--- src/rtl/sync_frame_tx_if.sv ---
// Upstream handshake and serial output bundle for sync_frame_tx.
// master = frame source / bit consumer side, slave = the transmitter itself.
interface sync_frame_tx_if #(
    parameter int DATA_W = 8
);
    logic              start;
    logic [DATA_W-1:0] data_in;
    logic              ready;
    logic              busy;
    logic              tx_bit;
    logic              tx_valid;
    logic              done;

    modport master (
        output start, data_in,
        input  ready, busy, tx_bit, tx_valid, done
    );

    modport slave (
        input  start, data_in,
        output ready, busy, tx_bit, tx_valid, done
    );
endinterface

--- src/rtl/sync_frame_tx.sv ---
// Serial frame transmitter: SYNC pattern then payload MSB-first, one bit per clk.
// Optional trailing even-parity bit when SYNC_FRAME_TX_PARITY_EN is defined.
module sync_frame_tx #(
    parameter int                DATA_W = 8,
    parameter int                SYNC_W = 4,
    parameter logic [SYNC_W-1:0] SYNC   = 4'b1001
) (
    input  logic          clk,
    input  logic          reset,
    sync_frame_tx_if.slave bus
);

    localparam int MAX_W = (SYNC_W > DATA_W) ? SYNC_W : DATA_W;
    localparam int CNT_W = $clog2(MAX_W);

    typedef enum logic [2:0] {
        ST_IDLE = 3'd0,
        ST_SYNC = 3'd1,
        ST_DATA = 3'd2,
`ifdef SYNC_FRAME_TX_PARITY_EN
        ST_PAR  = 3'd3,
`endif
        ST_DONE = 3'd4
    } state_t;

    state_t            state_q, state_d;
    logic [CNT_W-1:0]  cnt_q, cnt_d;
    logic [DATA_W-1:0] shift_q, shift_d;
    logic              tx_bit_q, tx_bit_d;
    logic              tx_valid_q, tx_valid_d;
    logic              done_q, done_d;
`ifdef SYNC_FRAME_TX_PARITY_EN
    logic              par_q, par_d;
`endif

    // Selects SYNC[idx] without an index wider than the pattern itself.
    function automatic logic sync_bit(input logic [CNT_W-1:0] idx);
        sync_bit = 1'b0;
        for (int i = 0; i < SYNC_W; i++) begin
            if (idx == CNT_W'(i)) sync_bit = SYNC[i];
        end
    endfunction

    always_comb begin
        // NOTE: every signal gets a default first so no path through the case infers a latch.
        state_d = state_q;
        cnt_d   = cnt_q;
        shift_d = shift_q;
`ifdef SYNC_FRAME_TX_PARITY_EN
        par_d   = par_q;
`endif
        case (state_q)
            ST_IDLE: begin
                if (bus.start) begin
                    shift_d = bus.data_in;
                    cnt_d   = CNT_W'(SYNC_W - 1);
`ifdef SYNC_FRAME_TX_PARITY_EN
                    par_d   = ^bus.data_in;
`endif
                    state_d = ST_SYNC;
                end
            end
            ST_SYNC: begin
                if (cnt_q == '0) begin
                    cnt_d   = CNT_W'(DATA_W - 1);
                    state_d = ST_DATA;
                end else begin
                    cnt_d = cnt_q - CNT_W'(1);
                end
            end
            ST_DATA: begin
                shift_d = {shift_q[DATA_W-2:0], 1'b0};
                if (cnt_q == '0) begin
`ifdef SYNC_FRAME_TX_PARITY_EN
                    state_d = ST_PAR;
`else
                    state_d = ST_DONE;
`endif
                end else begin
                    cnt_d = cnt_q - CNT_W'(1);
                end
            end
`ifdef SYNC_FRAME_TX_PARITY_EN
            ST_PAR:  state_d = ST_DONE;
`endif
            ST_DONE: state_d = ST_IDLE;
            default: state_d = ST_IDLE;
        endcase
    end

    // Serial outputs are computed from the next state so they leave a flop, not a decoder.
    always_comb begin
        tx_bit_d   = 1'b0;
        tx_valid_d = 1'b0;
        done_d     = 1'b0;
        case (state_d)
            ST_SYNC: begin
                tx_valid_d = 1'b1;
                tx_bit_d   = sync_bit(cnt_d);
            end
            ST_DATA: begin
                tx_valid_d = 1'b1;
                tx_bit_d   = shift_d[DATA_W-1];
            end
`ifdef SYNC_FRAME_TX_PARITY_EN
            ST_PAR: begin
                tx_valid_d = 1'b1;
                tx_bit_d   = par_d;
            end
`endif
            ST_DONE: done_d = 1'b1;
            default: ;
        endcase
    end

    always_ff @(posedge clk or negedge reset) begin
        if (!reset) begin
            state_q    <= ST_IDLE;
            cnt_q      <= '0;
            shift_q    <= '0;
            tx_bit_q   <= 1'b0;
            tx_valid_q <= 1'b0;
            done_q     <= 1'b0;
`ifdef SYNC_FRAME_TX_PARITY_EN
            par_q      <= 1'b0;
`endif
        end else begin
            // NOTE: non-blocking assignments so every flop samples pre-edge values.
            state_q    <= state_d;
            cnt_q      <= cnt_d;
            shift_q    <= shift_d;
            tx_bit_q   <= tx_bit_d;
            tx_valid_q <= tx_valid_d;
            done_q     <= done_d;
`ifdef SYNC_FRAME_TX_PARITY_EN
            par_q      <= par_d;
`endif
        end
    end

    assign bus.ready    = (state_q == ST_IDLE);
    assign bus.busy     = (state_q != ST_IDLE);
    assign bus.tx_bit   = tx_bit_q;
    assign bus.tx_valid = tx_valid_q;
    assign bus.done     = done_q;

endmodule

--- src/flat_wrapper.sv ---
// flat-port wrapper written by rule: the top's interface ports become plain ports
module sync_frame_tx_flat 
#(
    parameter int                DATA_W = 8,
    parameter int                SYNC_W = 4,
    parameter logic [SYNC_W-1:0] SYNC   = 4'b1001
)
  (clk, reset, bus_start, bus_data_in, bus_ready, bus_busy, bus_tx_bit, bus_tx_valid, bus_done);
  sync_frame_tx_if #(.DATA_W(DATA_W)) bus_i ();
  input  logic clk;
  input  logic reset;
  input wire logic [$bits(bus_i.start)-1:0] bus_start;
  input wire logic [$bits(bus_i.data_in)-1:0] bus_data_in;
  output wire logic [$bits(bus_i.ready)-1:0] bus_ready;
  output wire logic [$bits(bus_i.busy)-1:0] bus_busy;
  output wire logic [$bits(bus_i.tx_bit)-1:0] bus_tx_bit;
  output wire logic [$bits(bus_i.tx_valid)-1:0] bus_tx_valid;
  output wire logic [$bits(bus_i.done)-1:0] bus_done;
  assign bus_i.start = bus_start;
  assign bus_i.data_in = bus_data_in;
  assign bus_ready = bus_i.ready;
  assign bus_busy = bus_i.busy;
  assign bus_tx_bit = bus_i.tx_bit;
  assign bus_tx_valid = bus_i.tx_valid;
  assign bus_done = bus_i.done;
  sync_frame_tx #(.DATA_W(DATA_W), .SYNC_W(SYNC_W), .SYNC(SYNC)) u_core (.clk(clk), .reset(reset), .bus(bus_i));
endmodule
--- config.mk ---
export PLATFORM = sky130hd
export DESIGN_NAME = sync_frame_tx_flat
export DESIGN_NICKNAME = d
export VERILOG_FILES = /design/src/rtl/sync_frame_tx_if.sv /design/src/rtl/sync_frame_tx.sv /design/src/flat_wrapper.sv
export SDC_FILE = /design/constraint.sdc
export NUM_CORES = 1
export LEC_CHECK = 0
export ABC_AREA = 1
export ABC_CLOCK_PERIOD_IN_PS = 1400
export BUFFER_PORTS_ARGS = -buffer_cell sky130_fd_sc_hd__buf_2
export CAP_MARGIN = 30
export CORE_ASPECT_RATIO = 1.1
export CORE_MARGIN = 1.5
export CORE_UTILIZATION = 48
export DETAILED_ROUTE_END_ITERATION = 12
export GPL_TIMING_DRIVEN = 0
export HOLD_SLACK_MARGIN = 0.06
export PLACE_DENSITY = 0.73
export REMOVE_ABC_BUFFERS = 1
export SYNTH_ARGS = -nofsm -noshare
export SYNTH_HDL_FRONTEND = slang
export SYNTH_SLANG_ARGS = --single-unit
export TNS_END_PERCENT = 30
--- constraint.sdc ---
create_clock -name clk -period 1.4 [get_ports clk]
set_input_delay 0.07 -clock clk [delete_from_list [all_inputs] [get_ports clk]]
set_output_delay 0.07 -clock clk [all_outputs]
set_load 0.02 [all_outputs]
; ---- Word level (Yosys, flattened, before mapping)
; Cells that the tools add are included.
[word_totals]
ff_bits = 17
input_bits = 11
output_inout_bits = 5
[op_classes]
addsub = 1
n_eq_ne = 9
mux = 17
reduce_logical = 7
[op_table]
columns = op, count
row1 = $mux W3, 6
row2 = $pmux W3 S3, 2
row3 = $pmux W8 S2, 1
row4 = $eq A3 B2 Y1 const B, 4
row5 = $eq A3 B1 Y1 const B, 3
row6 = $logic_not A3 Y1, 3
row7 = $mux W8, 1
row8 = $mux W1, 6
row9 = $eq A3 B3 Y1 const B, 1
row10 = $reduce_bool A3 Y1, 1
row11 = $sub A3 B1 Y3 const B, 1
row12 = $ne A2 B2 Y1 const B, 1
row13 = $pmux W1 S2, 1
row14 = $reduce_and A2 Y1, 1
row15 = $reduce_bool A2 Y1, 1
row16 = $reduce_or A2 Y1, 1

; ---- Longest topological paths before layout
; Gate-level depths: netlist (run 1).
[depth]
depth_word = 9
mapped_depth = 12
mapped_depth_nobuf = 12

; ---- Worst setup path before layout (run 1)
; Ideal clock, no wire load.
[synth_path]
path_kind = flip-flop to flip-flop
startpoint = register u_core.cnt_q[0]
endpoint = register u_core.tx_bit_q (netlist: u_core.bus.tx_bit)
arrival_ns = 1.390
required_time_ns = 1.284
path_slack_ns = -0.106
stages_incl_launch_ff = 11
path_cell_list = dfrtp_1 -> inv_1 -> ha_1 -> nand2_2 -> ha_1 -> nand2_2 -> nand4_1 -> nand2_1 -> nand2_1 -> nand2_1 -> nand2_1
[synth_via]
elab_chain_len = 9
word_cells_on_any_way = 20
[synth_lines]
columns = item, line_no
row1 = "start, declared", sync_frame_tx.sv:27  ; logic [CNT_W-1:0] cnt_q, cnt_d;
row2 = "start signal, assigned", sync_frame_tx.sv:130  ; cnt_q <= cnt_d;
row3 = $sub A3 B1 Y3 / $logic_not A3 Y1 (equally long branches), n/a
row4 = $mux W3 (on tied branches), "sync_frame_tx.sv:73, sync_frame_tx.sv:64"
row5 = $pmux W3 S3 *, sync_frame_tx.sv:52  ; case (state_q)
row6 = net u_core.cnt_d[0], sync_frame_tx.sv:27
row7 = $logic_not A3 Y1, sync_frame_tx.sv:40  ; if (idx == CNT_W'(i)) sync_bit = SYNC[i];
row8 = $mux W1 (3 in series), sync_frame_tx.sv:40
row9 = $mux W1 *, sync_frame_tx.sv:40
row10 = $pmux W1 S2 *, sync_frame_tx.sv:96  ; case (state_d)
row11 = net u_core.tx_bit_d, sync_frame_tx.sv:29  ; logic tx_bit_q, tx_bit_d;
row12 = "end signal, assigned", sync_frame_tx.sv:132  ; tx_bit_q <= tx_bit_d;
row13 = "end, declared", sync_frame_tx.sv:29
; The timed path passes the listed nets; every way through them passes the cells marked *.
; A chain may end at the register's enable or synchronous reset.

; ---- Final worst setup path (run 1)
[layout_path]
startpoint = register u_core.cnt_q[0]
endpoint = register u_core.tx_bit_q (netlist: u_core.bus.tx_bit)
[layout_via]
elab_chain_len = 9
word_cells_on_any_way = 20
[layout_lines]
columns = item, line_no
row1 = $sub A3 B1 Y3 / $logic_not A3 Y1 (equally long branches), n/a
row2 = $mux W3 (on tied branches), "sync_frame_tx.sv:73, sync_frame_tx.sv:64"
row3 = $pmux W3 S3, sync_frame_tx.sv:52
row4 = $logic_not A3 Y1, sync_frame_tx.sv:40
row5 = $mux W1 (4 in series), sync_frame_tx.sv:40
row6 = $pmux W1 S2 *, sync_frame_tx.sv:96
row7 = net u_core.tx_bit_d, sync_frame_tx.sv:29
; Marked as above.

==> reports/summary.txt, run 1 <==
Outcome: finished, violations left
Failing checks: negative setup slack
GRT Util Overall: 21.6%
First-pass DRT Iterations: 4
Gr ovfl total: 0
Vias in the first global route: 791
Post-synthesis cell type count: 21
IO Count: 16
PD cells: 2280 nW/um^2
Async S/R FF share, synth: 100%
Final hold viol count: 0
Largest net degree at the start of global routing: 18
Hold path endpoint: u_core.cnt_q[2]
Hold Crit Class: input pin to register
Final setup violation count: 1
Crit path required time: 1.61 ns
Largest stage delay on the critical path: 0.40 ns
Worst R2R End: u_core.bus.tx_bit
First-pass GRT wire length: 3470 um
CTS tree: built
CTS buffer count: 3
Detailed placement HPWL: 1320 um
Max Cap Violations: 0
Yosys warning count: 0
Placed cell count: 146
Rows: 16
Layout cell share with drive strength beyond 1: 39.6%
Number of flops mapped to enable cells by yosys: 0
Min-Delay Path Depth: 4
Most common cell in the synthesized netlist: nand2_1
Post-synth top area cell: dfrtp_1
Crit. End Element: register
CTS root buffer: clkbuf_4
Final GP Congestion: 0.753
Worst-Skew Late Latency: 0.31 ns
Final Util: 70.3%
Worst setup path category: register to register
Antenna violations before repair: 0
NumNets Final: 164
Sequential element share of the synthesized area: 45.6%
Critical path launch point type: register
DRC violations left: 0
Top FF cell, synth: dfrtp_1
Seq cells post-synth: 17
CP Launch Point: u_core.cnt_q[0]
# port buffers: 15
Internal reg-to-reg setup slack: -0.09 ns
Max-slew violation count: 0
Max Clock Skew: 0.00584 ns
Critical path peak fanout: 3
Die Area: 2220 um^2
Clk sink count: 17
Slew @ Worst Pin: 0.368 ns
DP Area: 1030 um^2
Worst VDD drop: 0.00130 V
RSZ-0062 raised after global routing: true
DIE WIDTH: 45.0 um
Die H: 49.3 um
Cells along the critical path: inv_2 -> ha_4 -> nand2_4 -> ha_4 -> nand2_2 -> nand3_2 -> nor2_2 -> nand2_1 -> nand2_1 -> nand2_1 -> nand2_1
Max_slew headroom: 75.5%
Core box area: 1800 um^2
Vias: 860
Crit path top cell by count: nand2_1
Worst R2R Start: u_core.cnt_q[0]
Post-Syn Instances: 113
Layout area overhead: 35.8%
Overall routed net length: 2060 um
Hold Crit Start: bus_start
Final WS setup: -0.0946 ns
Syn Std Cell Area: 933 um^2
Tmin final: 1.49 ns
Final Cell Area: 1270 um^2
Iter 0 DRT Violations: 35
Initial Util: 51.8%
Clock Path Buffers: 2
Leakage: 0.687 nW
Arrival time worst endpoint: 1.70 ns
R2R depth: 11
Worst-path clk slew: 0.11 ns
Fin cells: 167
Post-synth top area share: 45.6%
Mean Syn Cell Area: 8.26 um^2
DR vias/cell: 5.15
Period utilization: 107%
Synth top area cells: dfrtp_1, nand2_1, nand3_1
Synth top cells by count: nand2_1, dfrtp_1, inv_1, nand3_1, nand2_2
CTS H-tree lvls: 1
Achievable Freq: 669 MHz
Antenna cells: 0
CP max-delay cell: dfrtp_1
Antenna viol nets, final: 0
WL/cell: 12.3 um
## layout by cell type, fill, tap and decap left out, drive strengths merged
cell type,instances
nor2,8
nand4,2
nand2,46
nand3,11
dlygate4sd3,9
ha,3
clkbuf,3
o21ai,5
inv,17
dfrtp,17
a21oi,1
a22o,1
clkinvlp,1
buf,23
or2,1
xor2,1
## critical path: cells and delay by family, from the launching register on
kind / cells / cell delay (ns)
buffers and inverters: 1 / 0.09
flip-flops: 1 / 0.40
AND/OR/NAND/NOR: 8 / 0.48
adder cells (fa/ha/maj): 2 / 0.41
## logic make-up after synthesis
kind of cell	Yosys count	share of synthesized area, %
fa+ha+maj	3	4.02
simple gates	68	36.5
compound gates	7	5.36
buf+inv	17	7.64
flops	17	45.6
xor+xnor	1	0.939
## flip-flops by register name (all words and copies together), names as in the netlist
register and cells:
u_core.state_q 3, u_core.bus.tx_valid 1, u_core.shift_q 8, u_core.bus.tx_bit 1, u_core.bus.done 1, u_core.cnt_q 3
## metrics by stage
stage               TNS (ns)  worst slack [ns]  power [mW]  hold slack, ns
global route          -0.186            -0.173        3.13          0.0912
CTS                  -0.0522           -0.0522        2.76          0.0723
detailed placement    -0.329            -0.277        2.16         0.00692
floorplan             -0.106            -0.106        1.85          -0.226
finish               -0.0946           -0.0946        2.90          0.0703
global placement      -0.278            -0.253        2.09         0.00406
## per-layer routing
layer | GRT usage (%) | up-vias | part of all wire, %
met3 | 4.44 | 8 | 3.5
met4 | 12.7 | 0 | 3.8
met2 | 33.1 | 26 | 51
li1 | - | 424 | -
met1 | 27.1 | 402 | 42
met5 | 0 | - | 0
## power breakdown
part	switching [mW]	internal, mW	leakage, nW
logic	1.04	0.745	0.460
registers	0.125	0.699	0.213
clock network	0.177	0.109	0.0139
total	1.34	1.55	0.687
## cell type report
class	instances	area (um^2)
fill	143	534
multi-input combinational	79	489
sequential	17	425
timing repair buffer	32	229
inverter	17	71.3
clock buffer	3	22.5
tap	18	22.5
clock inverter	1	7.51
## how the worst max path moves through the flow
stage                              to  cells after the start
floorplan           u_core.bus.tx_bit                     10
global placement    u_core.bus.tx_bit                     10
global route        u_core.bus.tx_bit                     11
CTS                 u_core.bus.tx_bit                     13
finish              u_core.bus.tx_bit                     11
detailed placement  u_core.bus.tx_bit                     10
## what timing repair did
action	CTS	global route
buffers inserted	6	2
resized for setup	11	4
hold buffers	9	0
gates cloned	0	0
hold endpoints to repair	25	0
pin swaps	8	7
setup endpoints to repair	3	2
No activity file was read; power rests on OpenSTA's default activity.
==> run 2, diff against run 1 <==
==> constraint.sdc (replaced) <==
create_clock -name clk -period 1.4 [get_ports clk]
set_input_delay 0.07 -clock clk [delete_from_list [all_inputs] [get_ports clk]]
set_output_delay 0.07 -clock clk [all_outputs]
set_load 0.05 [all_outputs]
==> run 2 against run 1 <==
Net effect: the flow still finishes with violations (negative setup slack); critical path depth did not move; combinational power rose by 7%; clock skew fell by 0.0053 ns; sequential power barely moved; register-to-register slack improved by 0.02 ns; critical endpoint unchanged; largest cell class unchanged.
==> reports/summary.txt, run 2 (same netlist as run 1, synthesis figures left out) <==
Initial Util: 51.8% (unchanged)
DRC violations left: 0 (unchanged)
Total negative slack: -0.0773 ns (+0.0174 ns)
Gr ovfl total: 0 (unchanged)
Met3 WL: 96 um (+33%)
First-pass GRT wire length: 3420 um (-1.6%)
Switch Pwr: 1.47 mW (+9.5%)
Number of fill cells: 142 (-0.70%)
Largest register by flop count: u_core.shift_q
Iter 0 DRT Violations: 31 (-11%)
Overall routed net length: 2040 um (-0.92%)
DP Area: 1030 um^2 (unchanged)
Crit. End Element: register
DR vias/cell: 5.21 (+1.2%)
Antenna cells: 0 (unchanged)
Fin cells: 167 (unchanged)
Critical path peak fanout: 3 (unchanged)
Vias in the first global route: 781 (-1.3%)
CTS buffer count: 3 (unchanged)
Worst-Skew Late Latency: 0.31 ns (about the same)
First-pass DRT Iterations: 4 (unchanged)
Outcome: finished, violations left
Sequential share of power: 27.2% (-1.3 points)
Metal-1 WL: 840 um (-2.2%)
PD cells: 2390 nW/um^2 (+4.4%)
Arrival time worst endpoint: 1.69 ns (about the same)
Leading cell types in the layout, fill and taps excluded: nand2_1, dfrtp_1, buf_2
Crit path required time: 1.61 ns (about the same)
Rows: 16 (unchanged)
Reg area: 425 um^2 (unchanged)
WL/cell: 12.2 um (-0.92%)
Routed wl met2: 1040 um (-1.1%)
Max-slew violation count: 0 (unchanged)
Max reg flops: 8 (unchanged)
Die Area: 2220 um^2 (unchanged)
Part of the power in combinational logic: 63.3% (+1.6 points)
Clk pwr share: 9.6% (-0.3 points)
Achievable Freq: 677 MHz (+1.2%)
Antenna violations before repair: 0 (unchanged)
IO Count: 16 (unchanged)
Placed cell count: 146 (unchanged)
Tmin final: 1.48 ns (-0.0174 ns)
DIE WIDTH: 45.0 um (unchanged)
Worst-path clk slew: 0.11 ns (about the same)
Period utilization: 106% (-1.2 points)
Slew @ Worst Pin: 0.365 ns (-0.00280 ns)
Core box area: 1800 um^2 (unchanged)
NumNets Final: 164 (unchanged)
Clock Path Buffers: 2 (unchanged)
Final setup violation count: 1 (unchanged)
Layout cell share with drive strength beyond 1: 39.6% (unchanged)
Worst VDD drop: 0.00137 V (+5.5%)
Detailed placement HPWL: 1320 um (unchanged)
GRT Util Overall: 21.2% (-0.37 points)
Final hold viol count: 0 (unchanged)
Pre-CTS setup slack: -0.277 ns (unchanged)
Max Clock Skew: 0.000512 ns (-0.00532 ns)
Max Cap Violations: 0 (unchanged)
Hold Crit Class: input pin to register
Vias: 870 (+1.2%)
Final GP Congestion: 0.753 (unchanged)
Antenna viol nets, final: 0 (unchanged)
Sw frac: 48.5% (+2.1 points)
CTS root buffer: clkbuf_4
CTS tree: built
Max_slew headroom: 75.7% (+0.19 points)
Most common library cell in the layout ignoring fill and taps: nand2_1
Failing checks: negative setup slack
Final Cell Area: 1270 um^2 (+0.20%)
Final WS setup: -0.0773 ns (+0.0174 ns)
Area of the multi-input gates: 489 um^2 (unchanged)
Tot Pwr: 3.03 mW (+4.6%)
Die H: 49.3 um (unchanged)
Leakage: 0.688 nW (+0.11%)
Critical path launch point type: register
Clk sink count: 17 (unchanged)
Worst setup path category: register to register
Internal: 1.56 mW (+0.44%)
CTS H-tree lvls: 1 (unchanged)
Layout area overhead: 36.1%
Max layer used: met4
# port buffers: 15 (unchanged)
RSZ-0062 raised after global routing: true
Largest net degree at the start of global routing: 18 (unchanged)
Largest regs: u_core.shift_q: 8 flops, u_core.cnt_q: 3 flops, u_core.state_q: 3 flops
[run 2: changes by cell type in the layout (fill, tap and decap cells not counted)]
cell   delta
buf_4     +1
buf_2     -1
[run 2: worst paths after layout]
kind,from,end,slack [ns],cells past startpoint
setup / recovery,u_core.cnt_q[0],u_core.bus.tx_bit,-0.08,11
hold / removal,bus_start,u_core.cnt_q[2],0.07,4
setup reg to reg,u_core.cnt_q[0],u_core.bus.tx_bit,-0.08,11
hold reg to reg,u_core.shift_q[2],u_core.shift_q[2],0.50,2
max in group asynchronous,reset,u_core.cnt_q[0],0.95,2
min in group asynchronous,reset,u_core.shift_q[7],0.19,2
[run 2: final cells by class]
cell class / instances / share of cell area [%]
clock buffer: 3 / 1.77
clock inverter: 1 / 0.591
inverter: 17 / 5.62
multi-input combinational: 79 / 38.5
sequential: 17 / 33.5
tap: 18 / 1.77
timing repair buffer: 32 / 18.2
[run 2: power groups by stage]
stage	logic, mW	clock network, mW	registers [mW]
final	1.92	0.290	0.823
after global routing	2.12	0.308	0.847
after CTS	1.79	0.293	0.823
after detailed placement	1.47	0	0.835
after global placement	1.41	0	0.827
after floorplan	1.09	0	0.903
[run 2: critical path, cell delays in order (launching register included)]
cell and delay, ns:
dfrtp_1 0.40, inv_2 0.09, ha_4 0.15, nand2_4 0.06, ha_4 0.26, nand2_2 0.06
nand3_2 0.08, nor2_2 0.04, nand2_1 0.06, nand2_1 0.06, nand2_1 0.05, nand2_1 0.05
[run 2: metal layers]
metal,vias to the layer above,GRT usage [%]
met2,29,32.9
met4,0,11.8
li1,421,-
met1,414,26.6
met3,6,4.44
met5,-,0
[run 2: per-stage QoR]
step                      hold slack, ns  util (%)
after CTS                         0.0723      69.1
final                             0.0694      70.5
after detailed placement         0.00692      57.2
after global placement           0.00406      57.2
after floorplan                   -0.226         -
after global routing              0.0912      70.5
[run 2: timing repair]
item                       4_1_cts  5_1_grt
gates resized for setup         12        4
setup buffers                    6        2
pin swaps                        8        7
gates cloned                     0        0
hold buffers                     9        0
setup endpoints to repair        4        3
hold endpoints to repair        25        0
